--- src/rtl/seq_step_pkg.sv ---
// Shared types and constants for the step sequencer.
// Latency: n/a (declarations only).
// Backpressure: n/a.
package seq_step_pkg;

   typedef enum logic [1:0] {
      IDLE = 2'd0,
      RUN  = 2'd1,
      DONE = 2'd2,
      ERR  = 2'd3
   } state_t;

   localparam logic [1:0] ERR_NONE   = 2'd0;
   localparam logic [1:0] ERR_BADPAT = 2'd1;
   localparam logic [1:0] ERR_TMO    = 2'd2;

   // Width of the per-step cycle counter: clog2(TMO+1), never below one bit.
   function automatic int cnt_width(input int tmo);
      int w;
      w = $clog2(tmo + 1);
      return (w < 1) ? 1 : w;
   endfunction

endpackage

--- src/rtl/seq_tmo_cnt.sv ---
// Per-step saturating cycle counter that flags when the next hold would time out.
// Latency: expired reflects the count registered at the previous edge.
// Backpressure: none; clr wins over inc.
//
// Ports: clk, rst (sync, active-high), clr (zero the count), inc (count one
// held cycle), expired (count has reached TMO-1; tied low when TMO==0).
module seq_tmo_cnt
   import seq_step_pkg::*;
#(
   parameter int TMO = 255
) (
   input  logic clk,
   input  logic rst,
   input  logic clr,
   input  logic inc,
   output logic expired
);

   localparam int CW = cnt_width(TMO);

   generate
      if (TMO > 0) begin : g_cnt
         localparam logic [CW-1:0] LAST = CW'(TMO - 1);
         localparam logic [CW-1:0] CMAX = CW'(TMO);

         logic [CW-1:0] cnt;

         always_ff @(posedge clk) begin
            if (rst || clr) begin
               cnt <= '0;
            end else if (inc && (cnt != CMAX)) begin
               cnt <= cnt + 1'b1;
            end
         end

         // One more held cycle at this count means TMO cycles spent in the step.
         assign expired = (cnt == LAST);
      end else begin : g_bypass
         logic unused_ctl;
         assign unused_ctl = ^{clk, rst, clr, inc};
         assign expired    = 1'b0;
      end
   endgenerate

endmodule

--- src/rtl/seq_step_fsm.sv ---
// Step sequencer: checks din walks through a latched list of patterns, with per-step timeout.
// Latency: all outputs registered; din sampled at edge n shows on outputs after edge n.
// Backpressure: none; en=0 aborts a running sequence back to IDLE.
//
// Ports: clk, rst (sync, active-high), en (enable), din[W] (monitored pattern),
// pat[NSTEP*W] (step k at [k*W +: W], latched at start), step_oh[NSTEP] (one-hot
// step while running), busy, done (one-cycle pulse), err, err_code (0 none,
// 1 bad pattern, 2 timeout).
module seq_step_fsm
   import seq_step_pkg::*;
#(
   parameter int W     = 2,
   parameter int NSTEP = 2,
   parameter int TMO   = 255
) (
   input  logic               clk,
   input  logic               rst,
   input  logic               en,
   input  logic [W-1:0]       din,
   input  logic [NSTEP*W-1:0] pat,
   output logic [NSTEP-1:0]   step_oh,
   output logic               busy,
   output logic               done,
   output logic               err,
   output logic [1:0]         err_code
);

   localparam int            KW    = $clog2(NSTEP);
   localparam logic [KW-1:0] KLAST = KW'(NSTEP - 1);

   state_t             state;
   state_t             nstate;
   logic [KW-1:0]      k;
   logic [KW-1:0]      nk;
   logic [NSTEP*W-1:0] lpat;
   logic [1:0]         ncode;
   logic               latch;
   logic               cnt_clr;
   logic               cnt_inc;
   logic               expired;
   logic [W-1:0]       cur_p;
   logic [W-1:0]       next_p;

   // Current and following step patterns from the latched copy.
   always_comb begin
      cur_p  = '0;
      next_p = '0;
      for (int i = 0; i < NSTEP; i++) begin
         if (KW'(i) == k) begin
            cur_p = lpat[i*W +: W];
         end
         if ((i > 0) && (KW'(i - 1) == k)) begin
            next_p = lpat[i*W +: W];
         end
      end
   end

   seq_tmo_cnt #(
      .TMO (TMO)
   ) u_tmo (
      .clk     (clk),
      .rst     (rst),
      .clr     (cnt_clr),
      .inc     (cnt_inc),
      .expired (expired)
   );

   always_comb begin
      nstate  = state;
      nk      = k;
      ncode   = ERR_NONE;
      latch   = 1'b0;
      cnt_clr = 1'b0;
      cnt_inc = 1'b0;
      case (state)
         IDLE: begin
            if (en) begin
               if (din == pat[W-1:0]) begin
                  nstate  = RUN;
                  nk      = '0;
                  latch   = 1'b1;
                  cnt_clr = 1'b1;
               end else if (din != '0) begin
                  nstate = ERR;
                  ncode  = ERR_BADPAT;
               end
            end
         end
         RUN: begin
            if (!en) begin
               nstate = IDLE;
            end else if (din == cur_p) begin
               // Hold is checked before advance, so equal neighbouring
               // patterns can only leave the step through the timeout.
               if (expired) begin
                  nstate = ERR;
                  ncode  = ERR_TMO;
               end else begin
                  cnt_inc = 1'b1;
               end
            end else if ((k != KLAST) && (din == next_p)) begin
               nk      = k + 1'b1;
               cnt_clr = 1'b1;
            end else if ((k == KLAST) && (din == '0)) begin
               nstate = DONE;
            end else begin
               nstate = ERR;
               ncode  = ERR_BADPAT;
            end
         end
         DONE: begin
            nstate = IDLE;
         end
         ERR: begin
            // en is ignored here; only an all-zero din releases the error.
            if (din == '0) begin
               nstate = IDLE;
            end else begin
               ncode = err_code;
            end
         end
         default: begin
            nstate = IDLE;
         end
      endcase
   end

   always_ff @(posedge clk) begin
      if (rst) begin
         state    <= IDLE;
         k        <= '0;
         lpat     <= '0;
         step_oh  <= '0;
         busy     <= 1'b0;
         done     <= 1'b0;
         err      <= 1'b0;
         err_code <= ERR_NONE;
      end else begin
         state    <= nstate;
         k        <= (nstate == RUN) ? nk : '0;
         if (latch) begin
            lpat <= pat;
         end
         step_oh  <= (nstate == RUN) ? ({{(NSTEP-1){1'b0}}, 1'b1} << nk) : '0;
         busy     <= (nstate == RUN);
         done     <= (nstate == DONE);
         err      <= (nstate == ERR);
         err_code <= ncode;
      end
   end

endmodule

--- config.mk ---
export PLATFORM = sky130hd
export DESIGN_NAME = seq_step_fsm
export DESIGN_NICKNAME = d
export VERILOG_FILES = /design/src/rtl/seq_step_pkg.sv /design/src/rtl/seq_tmo_cnt.sv /design/src/rtl/seq_step_fsm.sv
export SDC_FILE = /design/constraint.sdc
export NUM_CORES = 1
export LEC_CHECK = 0
export BUFFER_PORTS_ARGS = -buffer_cell sky130_fd_sc_hd__buf_4
export CAP_MARGIN = 20
export CORE_MARGIN = 3
export CORE_UTILIZATION = 55
export DETAILED_ROUTE_END_ITERATION = 16
export PLACE_DENSITY_LB_ADDON = 0.25
export SETUP_SLACK_MARGIN = 0.15
export SYNTH_ARGS = -nofsm -noshare
export SYNTH_HDL_FRONTEND = slang
export SYNTH_SLANG_ARGS = --single-unit
--- constraint.sdc ---
create_clock -name clk -period 2.7 [get_ports clk]
set_input_delay 0.405 -clock clk [delete_from_list [all_inputs] [get_ports clk]]
set_output_delay 0.405 -clock clk [all_outputs]
set_load 0.03 [all_outputs]
* Word level (Yosys, flattened, before mapping) *
Index checks and enable logic that the tools add are counted.

cells by class
  reductions and logical operators = 8
  multiplexer cells = 39
  equal/unequal tests = 12
  bitwise logic cells = 2
  shifts and indexed selects = 1
  add/sub/neg operators = 2

operators with widths
  operator                                                           count
  2-bit 2-to-1 mux                                                   14
  1-bit 2-to-1 mux                                                   21
  8-bit by 1-bit adder with 8-bit output, second input constant      1
  2-bit == test, second input constant                               4
  8-bit == test, second input constant                               1
  8-bit != test, second input constant                               1
  2-bit one-hot mux with 4 select lines                              1
  2-bit == test                                                      3
  2-bit one-hot mux with 3 select lines                              1
  2-bit by 1-bit == test with 1-bit output, second input constant    2
  2-bit logical NOT                                                  2
  1-bit one-hot mux with 2 select lines                              2
  1-bit logical AND                                                  3
  2-bit != test, second input constant                               1
  1-bit NOT                                                          2
  2-bit nonzero test                                                 1
  2-bit OR reduction                                                 1
  1-bit by 1-bit left shift with 2-bit output, first input constant  1
  1-bit adder, second input constant                                 1
  1-bit logical OR                                                   1

storage, ports and cells
  input bits = 9
  bits in registers = 22
  output and inout bits = 7
  logic and storage cells = 73

* Depth between registers and ports, before layout *
  depth after elaboration = 10
  gate-level depth with buffers = 8
  gate-level depth less buffers = 7

* Hierarchy *
From an unflattened synthesis, not the netlist that was laid out.

second synthesis, totals
  cell total of the unflattened synthesis = 126
  area total of the unflattened synthesis = 1154.9 um^2

modules (own cells, without submodules)
  module        cells an instance  sequential area each (um^2)  instances  area an instance (um^2)
  seq_step_fsm  76                 260.2                        1          705.7
  seq_tmo_cnt   50                 160.2                        1          449.2

* Least setup slack after synthesis *
Ideal clock, no wire load.

  path kind = flip-flop to flip-flop
  from = register step_oh[1] (netlist name)
  to = register u_tmo.g_cnt.cnt[3]
  path buffers = 2
  setup time = 74 ps
  data required time = 2626 ps
  arrival time = 1805 ps
  stages on the path, launching flop included = 8
  clock period less this slack = 1879 ps
  setup slack = 821 ps
  cells stage by stage = dfxtp_1 -> buf_6 -> mux2i_1 -> xnor2_1 -> or3_1 -> clkbuf_2 -> or3_1 -> a21oi_1

RTL lines
  element               line               text
  end signal, assigned  seq_tmo_cnt.sv:32  cnt <= cnt + 1'b1;
  end, declared         seq_tmo_cnt.sv:26  logic [CW-1:0] cnt;

==> run_results.csv <==
group,metric,value,unit
status,outcome,"completed",
logic_synthesis,synth_cell_types,41,
clocking,clock-sinks,21,
final_layout,diodes,0,
sta,max_freq,475,MHz
clocking,htreeDepth,1,
final_layout,fin_util,0.689,
worst_hold_path,hold_path.class,"input pin to register",
clocking,hold_buffers,0,
grt,top_usage_layer,"met2",
clocking,cts_buffers,3,
critical_path,cp_max_fo,9,
grt,use_met2,0.315,
floorplanning,rows,15,
sta,maxSlewHeadroom,0.578,
logic_synthesis,synth_seq_area_share,0.375,
route,drt_first_pass_iters,4,
clocking,cts_buffer_depth,2,
grt,use_met1,0.236,
route,ant_nets,0,
worst_hold_path,holdPathStages,3,
clocking,cts_tree,"yes",
grt,grt_pass1_wl,3.76,mm
grt,antenna_found_initial,0,
pwr,irDropWorstVdd,0.000333,V
floorplanning,initial_core_util,0.616,
place,place_ws,0.620,ns
logic_synthesis,syn-num-nets,143,
grt,grt_max_degree,13,
logic_synthesis,avgSynthCellArea,8.50,um2
critical_path,crit_type,"register to register",
critical_path,reg2reg_from,"step_oh[1]",
pwr,clkPwrFrac,0.251,
sta,drv_slew,0,
sta,tightest_slew,0.631,ns
flow_run,drv_cap,0,
route,drc,0,
place,hpwlAfterDp,1.74,mm
critical_path,r2r_setup_slack,0.59,ns
clocking,clk_latency,0.30,ns
final_layout,drive_gt1_frac,0.139,
pwr,power,0.576,mW
pwr,comb_power_share,0.176,
route,viasPerCell,5.93,
sta,setup_viol,0,
grt,grt_overflow,0,
pwr,pwr-share-seq,0.573,
worst_hold_path,hold-path-endpoint,"lpat[3]",
floorplanning,dieArea,2620,um2
floorplanning,coreArea,1820,um2
sta,rsz0062_at_grt,"false",
floorplanning,die_x,51.2,um
grt,grt_use_met3,0.0612,
pwr,p_leak,0.466,nW
clocking,cts.repair.resized,0,
place,io_buffers,15,
logic_synthesis,syn_inst,132,
sta,period_share,0.780,
sta,setup_tns,0,ns
logic_synthesis,netlist_area,1120,um2
sta,layout_min_cycle_time,2.11,ns
final_layout,nNetsFinal,156,
grt,track_usage,0.193,
sta,holdWs,0.331,ns
sta,finalHoldViolCount,0,
place,gp_congestion,0.963,
floorplanning,io_pins,16,
sta,setup_slack,0.594,ns
logic_synthesis,yosysWarnings,0,
pwr,swShare,0.278,
route,drtIter0Drc,31,
final_layout,fillers,155,
critical_path,worst_ep_required_time,2.93,ns
sta,skew,0.00374,ns
route,wl,2.30,mm
clocking,root_buffer,"clkbuf_4",
critical_path,timing.rr.end,"u_tmo.g_cnt.cnt[5]",
grt,grt_pass1_vias,845,
route,wl_per_cell,13.6,um
floorplanning,die_h,51.2,um
critical_path,crit_arrival,2.33,ns
critical_path,worst_setup_path_end_kind,"register",
critical_path,cp-start-kind,"register",
clocking,cts_setup_buffers,0,
critical_path,ff2ff_path_depth,5,
pwr,p_int,0.416,mW
worst_hold_path,hp-start,"pat[3]",
route,vias,1003,
final_layout,areaGrowthSynthToFinish,11.7,%
pwr,p_sw,0.160,mW
clocking,path_clk_slew,0.10,ns
pwr,powerDensity,460,nW/um2
logic_synthesis,ys_ff_latch,21,
[sequential cells by signal, indices dropped and copies added, names as in the netlist]
| name | cells |
|---|---|
| u_tmo.g_cnt.cnt | 8 |
| lpat | 4 |
| err_code | 2 |
| state | 2 |
| step_oh | 2 |
| busy | 1 |
| done | 1 |
| err | 1 |
[cells in the final DEF (no fill, tap or decap), types with 4 or more instances in the layout]
cell type   n
dfxtp_1    21
buf_4      15
nor2_1     14
o21ai_0    10
a21oi_1     8
or3_1       7
xnor2_1     6
mux2i_1     6
nand2_1     6
inv_1       4
nand2b_1    4
o211ai_1    4
[worst max-delay path: stages (launching register included)]
cell and delay (ns):
dfxtp_1 0.51, mux2i_1 0.27, xnor2_1 0.21, or3_1 0.54, or3_1 0.35, a21oi_1 0.16
[cell families after synthesis]
| family | synth area share |
|---|---|
| buf+inv | 0.0490 |
| xor+xnor | 0.0624 |
| compound gates | 0.197 |
| simple gates | 0.241 |
| flops | 0.375 |
| mux | 0.0535 |
| fa+ha+maj | 0.0223 |
[power by group through the flow]
stage / clock network, mW / logic, mW / registers (mW)
final: 0.145 / 0.101 / 0.330
after global routing: 0.165 / 0.111 / 0.332
after CTS: 0.152 / 0.101 / 0.330
after detailed placement: 0 / 0.100 / 0.337
after global placement: 0 / 0.0979 / 0.337
after floorplan: 0 / 0.0583 / 0.347
[metal layers]
layer | wire length (um) | up-vias
met3 | 150 | 4
met2 | 1070 | 39
li1 | - | 505
met5 | 0 | -
met1 | 1060 | 455
met4 | 22 | 0
[how the worst max path moves through the flow]
stage / start / endpoint / slack, ns / depth (start not counted)
finish: step_oh[1] / u_tmo.g_cnt.cnt[5] / 0.59 / 5
global route: step_oh[1] / u_tmo.g_cnt.cnt[6] / 0.43 / 5
CTS: step_oh[1] / u_tmo.g_cnt.cnt[5] / 0.58 / 5
detailed placement: step_oh[1] / u_tmo.g_cnt.cnt[5] / 0.62 / 5
global placement: step_oh[1] / u_tmo.g_cnt.cnt[7] / 0.70 / 5
floorplan: step_oh[1] / u_tmo.g_cnt.cnt[3] / 0.82 / 7
[stage by stage]
step / cell area, um2 / std cells
floorplan: 1120 / 132
detailed placement: 1230 / 165
CTS: 1250 / 169
finish: 1250 / 169
global placement: 1230 / 165
global route: 1250 / 169
[Yosys cell counts]
cell	number	area share
dfxtp_1	21	0.37
nor2_1	14	0.047
o21ai_0	10	0.045
a21oi_1	8	0.036
or3_1	7	0.039
mux2i_1	6	0.054
nand2_1	6	0.020
xnor2_1	6	0.047
inv_1	4	0.013
nand2b_1	4	0.022
o211ai_1	4	0.027
nand4_1	3	0.017
a21boi_0	2	0.013
and2_1	2	0.011
clkbuf_1	2	0.0067
ha_1	2	0.022
nand3_1	2	0.0089
nor3_1	2	0.0089
nor3b_1	2	0.013
nor4b_1	2	0.016
o31ai_1	2	0.013
xor2_1	2	0.016
a2111oi_0	1	0.0078
a32oi_1	1	0.0078
and3b_1	1	0.0078
buf_1	1	0.0033
buf_2	1	0.0045
buf_4	1	0.0067
buf_6	1	0.010
clkbuf_2	1	0.0045
nand3b_1	1	0.0067
nor4_1	1	0.0056
o2111ai_1	1	0.0078
o21a_1	1	0.0067
o22a_1	1	0.0078
o31a_1	1	0.0078
o32ai_1	1	0.0078
o41a_1	1	0.010
or2_1	1	0.0056
or2_2	1	0.0056
or4_1	1	0.0067
[area by class of cell]
cell class,count,area (um2),area share
Sequential cell,21,420,0.335
Clock buffer,3,22.5,0.0180
Tap cell,25,31.3,0.0250
Clock inverter,1,5.00,0.00399
Inverter,4,15.0,0.0120
Timing Repair Buffer,15,113,0.0898
Multi-Input combinational cell,100,647,0.516
Note: power is estimated with default switching activity, not from simulation.
